File: config.mk
export PLATFORM = sky130hd
export DESIGN_NAME = alu_exec_unit
export DESIGN_NICKNAME = d
export VERILOG_FILES = /design/src/rtl/alu_pkg.sv /design/src/rtl/alu_iter_muldiv.sv /design/src/rtl/alu_exec_unit.sv
export SDC_FILE = /design/constraint.sdc
export NUM_CORES = 1
export LEC_CHECK = 0
export CAP_MARGIN = 20
export CORE_MARGIN = 4
export CORE_UTILIZATION = 45
export DETAILED_ROUTE_END_ITERATION = 8
export GPL_ROUTABILITY_DRIVEN = 1
export GPL_TIMING_DRIVEN = 0
export PLACE_DENSITY_LB_ADDON = 0.08
export SLEW_MARGIN = 30
export SYNTH_ARGS = -nofsm -noshare
export SYNTH_HDL_FRONTEND = slang
export SYNTH_HIERARCHICAL = 1
export SYNTH_SLANG_ARGS = --single-unit
export TNS_END_PERCENT = 50
File: constraint.sdc
create_clock -name clk_i -period 4.3 [get_ports clk_i]
set_input_delay 0.86 -clock clk_i [delete_from_list [all_inputs] [get_ports clk_i]]
set_output_delay 0.86 -clock clk_i [all_outputs]
set_load 0.1 [all_outputs]
File: src/rtl/alu_pkg.sv
// Shared ALU definitions: op-code encoding, execution-unit state encoding, default width.
// Also used by the ALU control decoder.
package alu_pkg;

    localparam int unsigned ALU_WIDTH = 32;

    typedef enum logic [2:0] {
        OP_ADD = 3'b000,
        OP_SUB = 3'b001,
        OP_MUL = 3'b010,
        OP_DIV = 3'b011,
        OP_LW  = 3'b100,
        OP_SW  = 3'b101,
        OP_BR  = 3'b110,
        OP_J   = 3'b111
    } alu_op_e;

    typedef enum logic [1:0] {
        ST_IDLE = 2'b00,
        ST_MUL  = 2'b01,
        ST_DIV  = 2'b10,
        ST_DONE = 2'b11
    } alu_state_e;

    // State entered when a request with this op is accepted; DIV by zero skips iteration.
    function automatic alu_state_e issue_state(input alu_op_e op, input logic b_zero);
        alu_state_e st;
        st = ST_DONE;
        if (op == OP_MUL) begin
            st = ST_MUL;
        end else if (op == OP_DIV && !b_zero) begin
            st = ST_DIV;
        end
        return st;
    endfunction

endpackage

File: src/rtl/alu_iter_muldiv.sv
// Iterative unsigned multiply (shift-add) and restoring divide, one bit per step.
// The same three registers serve both: acc = product/remainder, opa = multiplicand/quotient, opb = multiplier/divisor.
module alu_iter_muldiv
    import alu_pkg::*;
#(
    parameter int unsigned WIDTH = ALU_WIDTH
) (
    input  logic             clk,
    input  logic             rst_n,
    input  logic             start,
    input  logic             is_div,
    input  logic             step,
    input  logic [WIDTH-1:0] a,
    input  logic [WIDTH-1:0] b,
    output logic [WIDTH-1:0] result_c,
    output logic             last_c
);

    localparam int unsigned CNT_W = $clog2(WIDTH) + 1;

    logic [WIDTH-1:0] acc, opa, opb;
    logic [WIDTH-1:0] acc_n, opa_n, opb_n;
    logic [WIDTH:0]   rem_sh, diff;
    logic [CNT_W-1:0] cnt;
    logic             mode_div;

    // One iteration step; result_c is the value the step is about to commit.
    always_comb begin
        acc_n  = acc;
        opa_n  = opa;
        opb_n  = opb;
        rem_sh = {acc, opa[WIDTH-1]};
        diff   = rem_sh - {1'b0, opb};
        if (mode_div) begin
            if (!diff[WIDTH]) begin
                acc_n = diff[WIDTH-1:0];
                opa_n = {opa[WIDTH-2:0], 1'b1};
            end else begin
                acc_n = rem_sh[WIDTH-1:0];
                opa_n = {opa[WIDTH-2:0], 1'b0};
            end
        end else begin
            if (opb[0]) begin
                acc_n = acc + opa;
            end
            opa_n = {opa[WIDTH-2:0], 1'b0};
            opb_n = {1'b0, opb[WIDTH-1:1]};
        end
        result_c = mode_div ? opa_n : acc_n;
    end

    assign last_c = (cnt == CNT_W'(WIDTH - 1));

    always_ff @(posedge clk or negedge rst_n) begin
        if (!rst_n) begin
            acc      <= '0;
            opa      <= '0;
            opb      <= '0;
            cnt      <= '0;
            mode_div <= 1'b0;
        end else if (start) begin
            acc      <= '0;
            opa      <= a;
            opb      <= b;
            cnt      <= '0;
            mode_div <= is_div;
        end else if (step) begin
            acc <= acc_n;
            opa <= opa_n;
            opb <= opb_n;
            cnt <= cnt + 1'b1;
        end
    end

endmodule

File: src/rtl/alu_exec_unit.sv
// ALU execution unit: valid/ready handshake, single-cycle ops, and control of the
// iterative MUL/DIV datapath. Results are registered and held until consumed.
module alu_exec_unit
    import alu_pkg::*;
#(
    parameter int unsigned WIDTH = ALU_WIDTH
) (
    input  logic             clk_i,
    input  logic             rst_n_i,
    input  logic             valid_i,
    output logic             ready_o,
    input  logic [2:0]       alu_op_i,
    input  logic [WIDTH-1:0] a_i,
    input  logic [WIDTH-1:0] b_i,
    output logic             valid_o,
    input  logic             ready_i,
    output logic [WIDTH-1:0] result_o,
    output logic             zero_o,
    output logic             div_by_zero_o,
    output logic             busy_o
);

    alu_state_e       state, state_n;
    alu_op_e          op_c;
    logic             accept_c, b_zero_c, iter_start_c, step_c, last_c;
    logic             load_c, load_dbz_c;
    logic [WIDTH-1:0] alu_res_c, iter_res_c, load_val_c;

    assign op_c         = alu_op_e'(alu_op_i);
    assign b_zero_c     = (b_i == '0);
    assign ready_o      = (state == ST_IDLE) || ((state == ST_DONE) && ready_i);
    assign accept_c     = valid_i && ready_o;
    assign step_c       = (state == ST_MUL) || (state == ST_DIV);
    assign iter_start_c = accept_c && ((op_c == OP_MUL) || ((op_c == OP_DIV) && !b_zero_c));

    // Single-cycle arithmetic; MUL/DIV come from the iterative datapath.
    always_comb begin
        alu_res_c = '0;
        case (op_c)
            OP_ADD, OP_LW, OP_SW: alu_res_c = a_i + b_i;
            OP_SUB, OP_BR:        alu_res_c = a_i - b_i;
            OP_J:                 alu_res_c = b_i;
            default:              alu_res_c = '0;
        endcase
    end

    alu_iter_muldiv #(
        .WIDTH (WIDTH)
    ) u_muldiv (
        .clk      (clk_i),
        .rst_n    (rst_n_i),
        .start    (iter_start_c),
        .is_div   (op_c == OP_DIV),
        .step     (step_c),
        .a        (a_i),
        .b        (b_i),
        .result_c (iter_res_c),
        .last_c   (last_c)
    );

    // Next state plus the value loaded into the result registers.
    always_comb begin
        state_n    = state;
        load_c     = 1'b0;
        load_val_c = alu_res_c;
        load_dbz_c = 1'b0;
        case (state)
            ST_IDLE: begin
                if (valid_i) begin
                    state_n = issue_state(op_c, b_zero_c);
                end
            end
            ST_MUL, ST_DIV: begin
                if (last_c) begin
                    state_n = ST_DONE;
                end
            end
            ST_DONE: begin
                if (ready_i) begin
                    state_n = valid_i ? issue_state(op_c, b_zero_c) : ST_IDLE;
                end
            end
            default: state_n = ST_IDLE;
        endcase

        if (step_c && last_c) begin
            load_c     = 1'b1;
            load_val_c = iter_res_c;
        end else if (accept_c && !iter_start_c) begin
            load_c = 1'b1;
            if (op_c == OP_DIV) begin
                load_val_c = '1;
                load_dbz_c = 1'b1;
            end
        end
    end

    always_ff @(posedge clk_i or negedge rst_n_i) begin
        if (!rst_n_i) begin
            state         <= ST_IDLE;
            valid_o       <= 1'b0;
            busy_o        <= 1'b0;
            result_o      <= '0;
            zero_o        <= 1'b0;
            div_by_zero_o <= 1'b0;
        end else begin
            state   <= state_n;
            valid_o <= (state_n == ST_DONE);
            busy_o  <= (state_n == ST_MUL) || (state_n == ST_DIV);
            if (load_c) begin
                result_o      <= load_val_c;
                zero_o        <= (load_val_c == '0);
                div_by_zero_o <= load_dbz_c;
            end
        end
    end

endmodule
Yosys cells after proc, flatten, opt, wreduce, memory -nomap -nowiden
Cells that the tools add are included.

Register bits after elaboration: 141. Output and inout port bits: 37. Input port bits: 71. Logic and storage cells: 83.

Equality and inequality tests: 15. Muxes and demuxes: 31. Reduce and logical (&&, ||, !) cells: 21. Add/sub/neg operators: 5.

Operator list (number): $mux W32 (14); $pmux W32 S3 (1); $add A32 B32 Y32 (2); $logic_not A32 Y1 (2); $sub A33 B32 Y33 (1); $sub A32 B32 Y32 (1); $eq A3 B3 Y1 const B (4); $mux W6 (2); $mux W2 (5); $eq A2 B2 Y1 const B (4); $mux W1 (8); $add A6 B1 Y6 const B (1); $eq A3 B2 Y1 const B (2); $eq A6 B5 Y1 const B (1); $logic_and A1 B1 Y1 (6); $pmux W2 S3 (1); $eq A2 B1 Y1 const B (2); $logic_or A1 B1 Y1 (4); $reduce_or A2 Y1 (2); $eq A3 B1 Y1 const B (1); $logic_not A3 Y1 (1); $reduce_or A3 Y1 (1); $logic_not A1 Y1 (2); $logic_not A2 Y1 (1); other kinds (3) (3).

Logic depth before layout (Yosys ltp)
Gate-level depths: netlist of run 1.

Depth in word-level cells: 10. Depth in mapped cells: 20. Depth with buffers taken out: 19.

Cells and area by module
The synthesis of run 1 kept the hierarchy.

Modules (own cells, without submodules): alu_iter_muldiv (sequential area each 2577.5 µm², cells each 1154, area each 9278.9 µm², times used 1); alu_exec_unit (sequential area each 950.9 µm², cells each 668, area each 4848.4 µm², times used 1).

Worst setup path before layout of run 1
Ideal clock, no wire load.

Kind: input-to-reg. Start: input b_i[12]. End: register zero_o. Required time: 4.232 ns. Path slack: -0.422 ns. Data arrival time: 4.654 ns. Path buffers: 0. Stages on the path: 17. Setup time: 0.068 ns. Path through: or4_4 or3_4 nor2_1 a21oi_1 xnor2_1 ha_1 a21o_1 a21o_1 a21oi_1 nor2b_1 a311oi_1 mux2_2 nor4_1 o2111ai_1 nor4_1 o2111ai_1 nand2_1.

Longest elaborated chain between the ends: 10. Elaborated cells between the ends (all ways): 16. Classes of those cells: add/sub (2); mux (6); reduce/logical (8).

RTL lines: from (decl) (RTL line alu_exec_unit.sv:14) `input logic [WIDTH-1:0] b_i,`; branches (longest 10 deep; another with $sub A32 B32 Y32); to (signal assigned) (RTL line alu_exec_unit.sv:112) `zero_o <= (load_val_c == '0);`; to (decl) (RTL line alu_exec_unit.sv:18) `output logic zero_o,`.

Parallel ways; which one is timed is not known. A chain may end at the register's enable or synchronous reset.

Final worst setup path of run 1
Start: input b_i[26]. End: register zero_o.

Same word-level chain as after synthesis.

==> results of run 1 <==
## sequential cells by signal, summed over array words and instances, names as in the netlist
signal and count:
u_muldiv/mode_div 1, busy_o 1, u_muldiv/opb 32, u_muldiv/opa 32
u_muldiv/cnt 6, valid_o 1, div_by_zero_o 1, result_o 32
zero_o 1, state 2, u_muldiv/acc 32
## final cells by class
| type | count | area share |
|---|---|---|
| clock inverters | 14 | 0.0103 |
| plain buffers | 94 | 0.0228 |
| repair buffers | 177 | 0.0934 |
| clock buffers | 18 | 0.0249 |
| flip-flops and latches | 141 | 0.200 |
| well taps | 396 | 0.0281 |
| diodes | 1 | 0.000142 |
| multi-input cells | 1491 | 0.601 |
| inverters | 89 | 0.0191 |
## where the power goes
| group | internal [W] | total [W] | switching [W] |
|---|---|---|---|
| Clock | 0.000939 | 0.00163 | 0.000690 |
| Combinational | 0.00419 | 0.0120 | 0.00782 |
| Sequential | 0.00193 | 0.00261 | 0.000678 |
| Total | 0.00706 | 0.0163 | 0.00919 |
## what timing repair did
| item | in CTS | in global routing |
|---|---|---|
| buffers inserted | 49 | 22 |
| setup endpoints to repair | 70 | 15 |
| gates resized for setup | 179 | 86 |
| pin swaps | 60 | 65 |
## through the flow
stage               utilization  instance area [sq um]  total power [W]  hold WS, ns
global route              0.573                  17600           0.0172        0.283
global placement          0.512                  15700           0.0137        0.470
CTS                       0.559                  17200           0.0159        0.273
floorplan                     -                  14200           0.0105        0.471
finish                    0.573                  17600           0.0163        0.266
detailed placement        0.514                  15800           0.0138        0.472
## metal layers
layer | GRT usage | vias up | share of wire
li1 | - | 7100 | -
met1 | 0.466 | 7378 | 0.45
met2 | 0.511 | 625 | 0.44
met3 | 0.0654 | 103 | 0.072
met4 | 0.138 | 0 | 0.043
met5 | 0 | - | 0
## Yosys cell counts (all sizes together), types with 41 or more instances
master,n
nand2,203
o21ai,185
a21oi,160
dfrtp,141
nor2,127
ha,99
inv,87
clkbuf,85
mux2i,73
xnor2,60
a21o,53
a211oi,49
xor2,44
nand3,41
## logic make-up (layout without fill, tap and decap cells)
kind of cell	Yosys count	after routing
mux	78	78
xor+xnor	104	104
compound gates	652	652
other cells	0	1
flops	141	141
simple gates	555	555
buf+inv	190	392
fa+ha+maj	102	102
## cell usage in the layout, fill, tap and decap left out, drive strengths merged, types with 22 or more instances in the layout
master,n
nand2,203
o21ai,185
a21oi,160
dfrtp,141
nor2,127
buf,102
ha,99
clkbuf,98
inv,91
clkdlybuf4s50,78
mux2i,73
xnor2,60
a21o,53
a211oi,49
xor2,44
nand3,41
nor3,40
nand2b,30
o21a,24
nor2b,22
o32ai,22
## worst paths after layout
check | slack, ns | start | endpoint | cells past startpoint
min | 0.27 | rst_n_i | u_muldiv/acc[30] | 1
min reg2reg | 0.49 | result_o[20] | result_o[20] | 2
max in group asynchronous | 3.12 | rst_n_i | u_muldiv/opb[1] | 3
max | -0.46 | b_i[26] | zero_o | 12
min in group clk_i | 0.49 | result_o[20] | result_o[20] | 2
max reg2reg | -0.34 | u_muldiv/opa[31] | zero_o | 20
## critical path, cell delays in order
cell,delay [ns]
clkdlybuf4s50_1,0.58
or4_1,0.65
nor3_1,0.56
nand4_1,0.40
nor2_2,0.62
nor2_1,0.41
a21oi_1,0.43
nor4_2,0.12
nand4_1,0.21
nor4_4,0.08
o2111ai_2,0.09
nand2_1,0.06
==> results.tsv, run 1 <==
metric	value	unit
min-delay-path-class	in -> async	
post_drt_wl_per_cell	24.3	um
hpwlAfterDp	46200	um
path_max_fanout	10	
netlist_instances	1822	
ctsRootBufferMaster	clkbuf_16	
ys.flop_type	dfrtp_1	
place_congestion	0.963	
fmax	210	MHz
synth_compound_area_frac	0.300	
dr.pass1.iters	5	
setup_ws	-0.463	ns
clkTransAtPathRegs	0.07	ns
tritoncts	yes	
required	4.63	ns
fin_crit_sh	1.11	
start_kind	input pin	
drive_gt1_frac	0.139	
fill_cells	2923	
regArea	3530	sq um
powerDensity	923	nW/um^2
synthAdderAreaFrac	0.0919	
synth_area	14100	sq um
critical_path_class	in -> reg	
dpl.cell_count	2325	
arrival	5.09	ns
finalHoldViolations	0	
peakVddDrop	0.459	mV
clock-sinks	141	
syn-num-nets	1995	
port-buffer-count	105	
drt-initial-drc-count	1538	
synth-simple-area-share	0.186	
tightest_slew	1.04	ns
fin_setup_tns	-0.808	ns
yosysWarnings	6	
via_per_inst	6.28	
violations	setup timing	
wl	58900	um
numCtsBuffers	17	
dieArea	34300	sq um
num_vias	15200	
rsz0062_at_grt	true	
die_h	185	um
synthXorXnorAreaFrac	0.0645	
grt_max_degree	60	
ant_nets	0	
multiInputGateArea	10600	sq um
outcome	finished with violations	
synth_top_family_by_area	compound AO/OA/AOI/OAI gates	
syn_to_final_growth	24.7	%
place_ws	-1.90	ns
grt_pass1_wl	87100	um
synth_cell_types	87	
initial_core_util	0.459	
fin_crit	4.76	ns
grt_pass1_vias	14600	
ys_ff_latch	141	
synth_edf_count	0	
clkLatencyLatePin	0.44	ns
synthTopCellsByArea	dfrtp_1 25%, ha_1 8.8%, o21ai_0 6.0%, a21oi_1 5.7%, nand2_1 5.4%	
grt-ovfl-total	0	
ioPinCount	108	
core-area	30700	sq um
crit_path_end_kind	flip-flop	
cts_hold_buf	0	
relSlewSlack	0.303	
track_usage	0.335	
leakagePower	7.27	nW
clock_path_buffers	2	
synth_mux_area_frac	0.0557	
nNetsFinal	2184	
layoutNonFillerInstCount	2421	
fin_skew	0.0109	ns
die_w	185	um
yosysTopAreaCell	dfrtp_1	
postSynthAreaPerCell	7.75	sq um
drc	0	
synth_top_area_frac	0.250	
ys_seq_area_frac	0.250	
antenna_found_initial	0	
setup-violations-final	4	
htree_levels	4	
final-max-slew-violation-count	0	
placementRows	64	
ys_async_sr_fraction	1.00	
maxCapViolations	0	
No activity file was read; power rests on OpenSTA's default activity.
==> inputs of run 2 (changes only) <==
--- a/config.mk
+++ b/config.mk
@@ -15,6 +15,5 @@
 export SLEW_MARGIN = 30
 export SYNTH_ARGS = -nofsm -noshare
 export SYNTH_HDL_FRONTEND = slang
-export SYNTH_HIERARCHICAL = 1
 export SYNTH_SLANG_ARGS = --single-unit
 export TNS_END_PERCENT = 50
==> results.tsv, run 2 <==
metric	value	unit	change
grt_pass1_wl	90900	um	+4.5%
htree_levels	4		unchanged
crit_path_end_kind	flip-flop		
yosys-top-cells-count	235 x nand2_1, 167 x a21oi_1, 149 x o21ai_0		
nNetsFinal	2203		+0.87%
die_w	186	um	+0.64%
required	4.70	ns	+0.07 ns
wl	60700	um	+3.0%
fill_cells	3028		+3.6%
ys_async_sr_fraction	1.00		unchanged
synth_area	14300	sq um	+1.3%
fin_crit	5.19	ns	+0.428 ns
yosysTopAreaCell	dfrtp_1		
drive_gt1_frac	0.132		-0.00716
yosysWarnings	0		-6
syn_to_final_growth	22.8	%	
postSynthAreaPerCell	7.65	sq um	-1.4%
min-delay-path-class	in -> async		
netlist_instances	1872		+2.7%
fin_crit_sh	1.21		+0.0995
initial_core_util	0.455		-0.00457
maxCapViolations	0		unchanged
drc	0		unchanged
clock_path_buffers	2		unchanged
track_usage	0.336		+0.00131
fin_util	0.558		-0.0144
port-buffer-count	104		-0.95%
synth_edf_count	0		unchanged
hpwlAfterDp	47700	um	+3.1%
critical_path_class	reg -> reg		
clkLatencyLatePin	0.47	ns	+0.03 ns
start_kind	flip-flop		
num_vias	15900		+4.3%
core-area	31500	sq um	+2.4%
via_per_inst	6.48		+3.2%
grt_max_degree	72		+20%
fin_skew	0.0131	ns	+0.00221 ns
placementRows	65		+1.6%
setup-violations-final	5		+1
fin_setup_tns	-1.13	ns	-0.325 ns
rsz0062_at_grt	true		
dieArea	34700	sq um	+1.3%
place_congestion	0.954		-0.84%
fmax	193	MHz	-8.2%
tritoncts	yes		
ctsRootBufferMaster	clkbuf_16		
dr.pass1.iters	6		+1
numCtsBuffers	17		unchanged
relSlewSlack	0.324		+0.0211
final-max-slew-violation-count	0		unchanged
arrival	5.59	ns	+0.50 ns
peakVddDrop	0.503	mV	+9.5%
synth_top_area_frac	0.246		-0.00330
clock-sinks	141		unchanged
ys_seq_area_frac	0.246		-0.00330
final_common_cell	nand2_1		
synthTopCellsByArea	dfrtp_1 25%, ha_1 8.7%, nand2_1 6.2%, a21oi_1 5.8%, o21ai_0 5.2%		
ys_ff_latch	141		unchanged
path_max_fanout	10		unchanged
finalHoldViolations	0		unchanged
ys.flop_type	dfrtp_1		
leakagePower	7.20	nW	-0.96%
drt-initial-drc-count	1627		+5.8%
final_cell_mix	229 x nand2_1, 149 x a21oi_1, 141 x dfrtp_1		
outcome	finished with violations		
syn-num-nets	2045		+2.5%
ant_nets	0		unchanged
grt-ovfl-total	0		unchanged
grt_pass1_vias	15200		+4.1%
setup_ws	-0.890	ns	-0.428 ns
yosysMostFrequentCell	nand2_1		
post_drt_wl_per_cell	24.8	um	+2.0%
tightest_slew	1.01	ns	-0.0309 ns
synth_cell_types	85		-2.3%
powerDensity	916	nW/um^2	-0.69%
ioPinCount	108		unchanged
clkTransAtPathRegs	0.07	ns	about the same
violations	setup timing		
antenna_found_initial	1		+1
die_h	186	um	+0.64%
run 2: cell types whose count changed after synthesis, sizes merged, moves of 17 or more:
cell / before / now
nor2: 127 / 144
o32ai: 22 / 3
mux2i: 73 / 55
inv: 87 / 60
nand2: 203 / 235
a21o: 53 / 36
run 2: layout make-up:
class                      instances  area, sq um  share of cell area
antenna                            1         2.50            0.000142
buffer                           100          434              0.0247
clock buffer                      20          457              0.0260
clock inverter                    12          159             0.00904
inverter                          61          234              0.0133
multi-input combinational       1562        10900               0.620
sequential                       141         3530               0.201
tap                              402          503              0.0286
timing repair buffer             147         1360              0.0775
run 2: final timing paths:
| check | from | to | slack, ns | depth (start not counted) |
|---|---|---|---|---|
| worst min-delay path | rst_n_i | u_muldiv.opb[27] | 0.33 | 1 |
| worst min register to register | result_o[5] | result_o[5] | 0.48 | 1 |
| worst max-delay path | state[1] | zero_o | -0.89 | 12 |
| min in group clk_i | result_o[5] | result_o[5] | 0.48 | 1 |
| worst max register to register | state[1] | zero_o | -0.89 | 12 |
| max in group asynchronous | rst_n_i | result_o[30] | 3.18 | 2 |
run 2: critical path: stages (launching register included):
cell and delay [ns]:
dfrtp_1 0.38, inv_1 0.07, ha_2 0.59, nand4_1 0.35, or3b_1 0.47, clkbuf_1 0.30, clkbuf_1 0.47, a211oi_1 0.73
o22ai_1 0.20, or4_4 0.56, or4_4 0.44, or4_4 0.49, nand2_1 0.07
run 2: per-stage QoR:
stage	total power, W	hold WS, ns	worst slack [ns]	instance area [sq um]	instances
6_report	0.0161	0.334	-0.890	17600	2446
5_1_grt	0.0172	0.410	-1.00	17600	2445
4_1_cts	0.0157	0.385	-0.799	17200	2431
3_5_place_dp	0.0138	0.464	-2.75	16000	2381
3_3_place_gp	0.0137	0.459	-3.63	16000	2378
2_1_floorplan	0.0107	0.507	-0.973	14400	1872
run 2: layer usage:
metal | vias to the layer above | track usage | routed length (um)
met5 | - | 0 | 0
met4 | 0 | 0.126 | 2210
met3 | 129 | 0.0576 | 5300
met2 | 828 | 0.513 | 26400
met1 | 7607 | 0.479 | 26700
li1 | 7296 | - | -
run 2: cells by family after synthesis:
| logic type | Yosys count | share of synthesized area |
|---|---|---|
| buf+inv | 169 | 0.0447 |
| compound gates | 675 | 0.307 |
| xor+xnor | 84 | 0.0514 |
| simple gates | 626 | 0.205 |
| fa+ha+maj | 102 | 0.0907 |
| flops | 141 | 0.246 |
| mux | 75 | 0.0542 |
run 2: power by group:
| part | switching, W | total, W | internal, W | leakage (nW) |
|---|---|---|---|---|
| sequential | 0.000690 | 0.00264 | 0.00195 | 1.77 |
| combinational | 0.00764 | 0.0119 | 0.00423 | 5.13 |
| clock | 0.000654 | 0.00160 | 0.000948 | 0.298 |
run 2: repair_timing:
action | in CTS | in global routing
pin swaps | 42 | 27
hold buffers | 0 | 0
buffers inserted | 26 | 13
gates resized for setup | 158 | 76
endpoints found under the setup margin | 86 | 57
==> inputs of run 3 (changes only) <==
--- a/config.mk
+++ b/config.mk
@@ -5,9 +5,10 @@
 export SDC_FILE = /design/constraint.sdc
 export NUM_CORES = 1
 export LEC_CHECK = 0
+export ABC_AREA = 1
 export CAP_MARGIN = 20
-export CORE_MARGIN = 4
-export CORE_UTILIZATION = 45
+export CORE_MARGIN = 1
+export CORE_UTILIZATION = 28
 export DETAILED_ROUTE_END_ITERATION = 8
 export GPL_ROUTABILITY_DRIVEN = 1
 export GPL_TIMING_DRIVEN = 0
==> results.tsv, run 3 <==
metric	value	unit	change
fin_setup_tns	0	ns	+1.13 ns
place_ws	-1.51	ns	+1.24 ns
drive_gt1_frac	0.0923		-0.0393
synth_edf_count	0		unchanged
setup_ws	0.152	ns	+1.04 ns
dpl.cell_count	3293		+38%
netlist_instances	2489		+33%
dieArea	55700	sq um	+60%
grt_pass1_wl	105000	um	+16%
antenna_cells	0		-1
clock-sinks	141		unchanged
num_vias	16900		+6.6%
die_w	236	um	+27%
yosysMostFrequentCell	nand2_1		
layoutNonFillerInstCount	3339		+37%
drc	0		unchanged
final_cell_mix	796 x nand2_1, 359 x inv_1, 170 x nor2_1		
tritoncts	yes		
finalHoldViolations	0		unchanged
grt_pass1_vias	16700		+9.6%
peakVddDrop	0.375	mV	-25%
synth_cell_types	62		-27%
ys_ff_latch	141		unchanged
post_drt_wl_per_cell	21.6	um	-13%
powerDensity	831	nW/um^2	-9.3%
arrival	4.55	ns	-1.04 ns
yosysTopAreaCell	dfrtp_1		
path_max_fanout	10		unchanged
critical_path_class	in -> reg		
place_congestion	0.967		+1.4%
antenna_found_initial	0		-1
nNetsFinal	2803		+27%
die_h	236	um	+27%
fin_crit_sh	0.965		-0.242
maxCapViolations	0		unchanged
initial_core_util	0.284		-0.171
fmax	241	MHz	+25%
clock_path_buffers	2		unchanged
synth_top_area_frac	0.230		-0.0165
drt-initial-drc-count	1048		-36%
ys.flop_type	dfrtp_1		
grt_max_degree	76		+5.6%
synthTopCellsByArea	dfrtp_1 23%, nand2_1 20%, inv_1 9.0%, ha_1 8.1%, nand3_1 5.4%		
fill_cells	6009		+98%
dr.pass1.iters	5		-1
placementRows	85		+31%
leakagePower	9.26	nW	+28%
hpwlAfterDp	61200	um	+28%
wl	72100	um	+19%
clkLatencyLatePin	0.46	ns	about the same
fin_total_pwr	0.0154	W	-4.5%
yosysWarnings	0		unchanged
ys_async_sr_fraction	1.00		unchanged
htree_levels	4		unchanged
yosys-top-cells-count	819 x nand2_1, 367 x inv_1, 194 x nor2_1		
final_common_cell	nand2_1		
grt-ovfl-total	0		unchanged
ctsRootBufferMaster	clkbuf_16		
postSynthAreaPerCell	6.16	sq um	-19%
clkTransAtPathRegs	0.07	ns	about the same
min-delay-path-class	in -> async		
fin_crit	4.15	ns	-1.04 ns
ys_seq_area_frac	0.230		-0.0165
via_per_inst	5.06		-22%
synth_area	15300	sq um	+7.2%
fin_skew	0.00843	ns	-0.00467 ns
outcome	finished clean		
ioPinCount	108		unchanged
ff2ff_setup_slack	0.73	ns	+1.62 ns
track_usage	0.257		-0.0789
syn-num-nets	2662		+30%
syn_to_final_growth	20.7	%	
port-buffer-count	107		+2.9%
tightest_slew	0.999	ns	-0.0122 ns
start_kind	input pin		
required	4.70	ns	about the same
final-max-slew-violation-count	0		unchanged
setup-violations-final	0		-5
ant_nets	0		unchanged
relSlewSlack	0.332		+0.00818
numCtsBuffers	17		unchanged
core-area	54000	sq um	+72%
crit_path_end_kind	flip-flop		
## run 3: final cells by class
class / instances / area (sq um) / share of cell area
Buffer: 70 / 357 / 0.0193
Clock buffer: 19 / 443 / 0.0239
Clock inverter: 13 / 164 / 0.00885
Inverter: 376 / 1420 / 0.0766
Multi-Input combinational cell: 1902 / 10500 / 0.568
Sequential cell: 141 / 3530 / 0.191
Tap cell: 696 / 871 / 0.0470
Timing Repair Buffer: 122 / 1220 / 0.0660
## run 3: path summary, 6_finish.rpt
path                            startpoint  cells past startpoint                to
setup / recovery               alu_op_i[1]                     26            zero_o
hold / removal                     rst_n_i                      1            busy_o
setup reg to reg           u_muldiv.opb[0]                     18  u_muldiv.acc[28]
hold reg to reg               result_o[12]                      2      result_o[12]
max in group asynchronous          rst_n_i                      2  u_muldiv.opa[27]
min in group clk_i            result_o[12]                      2      result_o[12]
## run 3: cells by family (layout without fill, tap and decap cells)
family                     count (synthesis)  count (layout)  share of synthesized area
and+or+nand+nor                         1297            1297                      0.356
buffers and inverters                    446             600                      0.115
AOI/OAI and AO/OA                        443             443                      0.180
DFF                                      141             141                      0.230
adders and majority gates                102             102                     0.0847
xor gates and xnor gates                  60              60                     0.0343
## run 3: repair_timing
action / 4_1_cts / 5_1_grt
hold buffers: 0 / 0
gates cloned: 0 / 0
setup buffers: 7 / 7
pin swaps: 5 / 9
setup endpoints to repair: 27 / 11
gates resized for setup: 66 / 89
## run 3: through the flow
| step | hold WS, ns | instance area [sq um] | utilization |
|---|---|---|---|
| after CTS | 0.374 | 18100 | 0.336 |
| after global placement | 0.471 | 17300 | 0.320 |
| after floorplan | 0.488 | 15300 | - |
| after global routing | 0.408 | 18500 | 0.343 |
| after detailed placement | 0.475 | 17300 | 0.320 |
| final | 0.356 | 18500 | 0.343 |
## run 3: power breakdown
group	switching, W	internal [W]	total (W)	leakage (nW)
clock network	0.000668	0.000930	0.00160	0.294
registers	0.000619	0.00192	0.00254	1.79
logic	0.00781	0.00344	0.0113	7.17
total	0.00910	0.00629	0.0154	9.26
## run 3: worst max-delay path: stages
cell	delay (ns)
clkdlybuf4s50_1	0.48
inv_2	0.10
nand3_1	0.12
nand2_4	0.17
clkinvlp_4	0.12
buf_4	0.20
a21oi_2	0.15
xor2_1	0.19
inv_1	0.09
ha_4	0.30
nand2_1	0.10
inv_1	0.13
nand2_2	0.14
nor2_4	0.18
nand2_1	0.11
nand2_2	0.12
nand2_1	0.06
nand3_1	0.12
nand2_1	0.07
nand2_1	0.06
nand3_1	0.11
nor2_1	0.12
nand3_1	0.10
nor2_2	0.17
nand4_1	0.11
nand2_1	0.06
## run 3: metal layers
layer	up-vias	track usage	wire length (um)
met5	-	0	0
met4	0	0.0895	2210
met3	78	0.0191	2580
met2	399	0.439	34100
met1	8021	0.341	33300
li1	8412	-	-
==> RTL edit: new RTL, config.mk and constraints of run 3 <==
The package constant `ALU_WIDTH` goes from 32 to 16.
--- a/src/rtl/alu_pkg.sv
+++ b/src/rtl/alu_pkg.sv
@@ -4,3 +4,3 @@
 
-    localparam int unsigned ALU_WIDTH = 32;
+    localparam int unsigned ALU_WIDTH = 16;
 
Interface: changed (resized a_i, b_i and result_o); port bits go from 108 to 60. No check against the original RTL was run, so the function may have changed too.
==> RTL edit against run 3 <==
  * Synthesized area decreased by 53%
  * Routed wire length decreased by 63%
  * Via count decreased by 56%
  * Setup slack improved by 0.17 ns
  * Clock power decreased by 50%
  * Hold slack improved by 0.019 ns
  * Sequential cell count decreased by 65
  * Final area decreased by 54%
  * Core utilization decreased by 0.27 points
  * Synthesized cell count decreased by 55%
  * Power decreased by 54%
  * Critical path type unchanged
  * Critical endpoint unchanged
  * Highest routed layer unchanged
==> RTL edit: results (changes against run 3) <==
Outcome
  – Status: finished clean

Final layout
  – Nets: 1,278 (-54%)
  – Post-Layout Cell Count: 1,519 (-55%)
  – Fillcell total: 2,839 (-53%)
  – Share of cells above drive strength 1: 7.15% (-2.1 points)
  – Ant diodes: 0 (unchanged)

Logic synthesis
  – Synth cell count leaders: 344 x nand2_1, 145 x inv_1, 91 x nand3_1
  – Net Count, Synth: 1,207 (-55%)
  – Synth Area per Inst: 6.50 µm² (+5.5%)
  – Synth warnings: 0 (unchanged)
  – Post-Synth Adder-Cell Area: 9.82% (+1.4 points)
  – Xor-xnor portion of the synthesized cell area: 3.27% (-0.16 points)
  – Post-synth cell types: 50 (-19%)
  – Synth Area in Compound Gates: 16.4% (-1.6 points)
  – Main combinational cell family by area after synthesis: simple AND/OR/NAND/NOR gates
  – Most area-consuming cells after synthesis: dfrtp_1 26%, nand2_1 18%, ha_1 9.0%, inv_1 7.5%, nand3_1 6.3%
  – Post-synthesis async set-or-reset flop share: 100% (unchanged)
  – Mux share of post-synthesis cell area: 0% (unchanged)
  – Sequential fraction of the synthesis area: 26.3% (+3.3 points)

Placed design
  – Placer Congestion: 0.897 (-7.3%)
  – DP HPWL: 22,500 µm (-63%)
  – Placement Setup Slack: -0.229 ns (+1.28 ns)
  – IO Port Bufs: 59 (-45%)

GRT
  – First-pass GRT wire length: 42,100 µm (-60%)
  – Largest net degree at the start of global routing: 49 (-36%)
  – Grt total ovfl: 0 (unchanged)
  – Initial antenna violation count: 0 (unchanged)
  – GRT Overall Usage: 21.1% (-4.6 points)
  – Vias in the first global route: 7,262 (-56%)

Routing
  – Vias per inst: 4.88 (-3.5%)
  – Initial DRC count: 481 (-54%)
  – Post-Route WL: 26,900 µm (-63%)
  – Drt pass-1 iters: 5 (unchanged)

Timing
  – Max-Slew Margin vs Limit: 34.5% (+1.3 points)
  – Fin Clk Skew: 0.0162 ns (+0.00773 ns)

Clocking
  – Clock transition at path regs: 0.07 ns (about the same)
  – Worst-Skew Late Latency: 0.36 ns (-0.10 ns)
  – CTS Buffer Depth: 2 (unchanged)
  – CTS buffer count: 9 (-8)
  – Clock root buffer: clkbuf_16
  – Htree depth: 3 (-1)

Power
  – Leakage: 4.39 nW (-53%)
  – Peak VDD IR: 409 µV (+9.1%)

Worst setup path
  – CP Data Arrival Time: 4.27 ns (-0.28 ns)
  – Crit-path max FO: 5 (-5)

Hold path
  – HP Class: input pin to async pin
## RTL edit: cell count changes after synthesis, sizes merged, moves of 22 or more
cell,run 3,this run
o221ai,33,11
a21oi,156,77
nand2,829,355
nand4,31,8
inv,375,153
dfrtp,141,76
nor2,204,82
nand3,171,94
clkbuf,31,5
o211ai,49,26
ha,99,52
o21ai,132,68
## RTL edit: critical path, stage by stage
cell and delay (ns):
clkdlybuf4s50_1 0.52, inv_1 0.12, ha_1 0.18, nand3_1 0.16, nor3_2 0.20, nand3_1 0.17, o31ai_1 0.27, xnor2_1 0.18
inv_1 0.07, ha_1 0.35, a21o_1 0.20, a21boi_1 0.16, a21boi_1 0.22, nand3_1 0.09, nand3_1 0.09, nand2_1 0.09
nand2_1 0.09, nand2_1 0.06, nor2_1 0.08, nand2_1 0.06, nand2_1 0.06
## RTL edit: logic make-up after synthesis
kind of cell | Yosys count
AO/OA/AOI/OAI | 206
XOR/XNOR | 27
adder cells (fa/ha/maj) | 55
buffers and inverters | 186
flip-flops | 76
AND/OR/NAND/NOR | 563
## RTL edit: path summary, 6_finish.rpt
check                                 start               end  slack, ns  cells past startpoint
setup / recovery                     b_i[0]            zero_o       0.32                     21
hold / removal                      rst_n_i   u_muldiv.opb[5]       0.37                      1
setup reg to reg           u_muldiv.opa[15]  u_muldiv.acc[12]       1.46                     16
hold reg to reg                 result_o[1]       result_o[1]       0.48                      2
max in group asynchronous           rst_n_i       result_o[4]       3.35                      2
min in group clk_i              result_o[1]       result_o[1]       0.48                      2
## RTL edit: what timing repair did
action / 4_1_cts / 5_1_grt
endpoints found under the setup margin: 0 / 3
buffers inserted: 0 / 0
endpoints found under the hold margin: 0 / 0
gates resized for setup: 0 / 5
## RTL edit: power breakdown
part           switching [mW]  internal [mW]
Sequential              0.262           1.02
Combinational            3.44           1.61
Clock                   0.344          0.458
Total                    4.05           3.09
## RTL edit: routing by layer
layer / GRT usage (%) / up-vias / wire, µm / share of wire, %
met3: 2.32 / 18 / 683 / 2.5
met1: 29.3 / 3474 / 13200 / 49
met4: 4.46 / 0 / 337 / 1.3
li1: - / 3808 / - / -
met5: 0 / - / 0 / 0
met2: 35.1 / 120 / 12700 / 47
## RTL edit: metrics by stage
step | area, µm² | power, mW
4_1_cts | 8580 | 7.19
3_3_place_gp | 8240 | 6.36
2_1_floorplan | 7240 | 4.90
6_report | 8590 | 7.14
5_1_grt | 8590 | 7.82
3_5_place_dp | 8270 | 6.36
## RTL edit: layout make-up
cell class,instances,share of cell area (%)
plain buffers,32,2.26
clock inverters,7,0.947
inverters,154,6.76
repair buffers,60,7.21
well taps,330,4.81
clock buffers,9,2.62
flip-flops and latches,76,22.1
multi-input cells,851,53.2
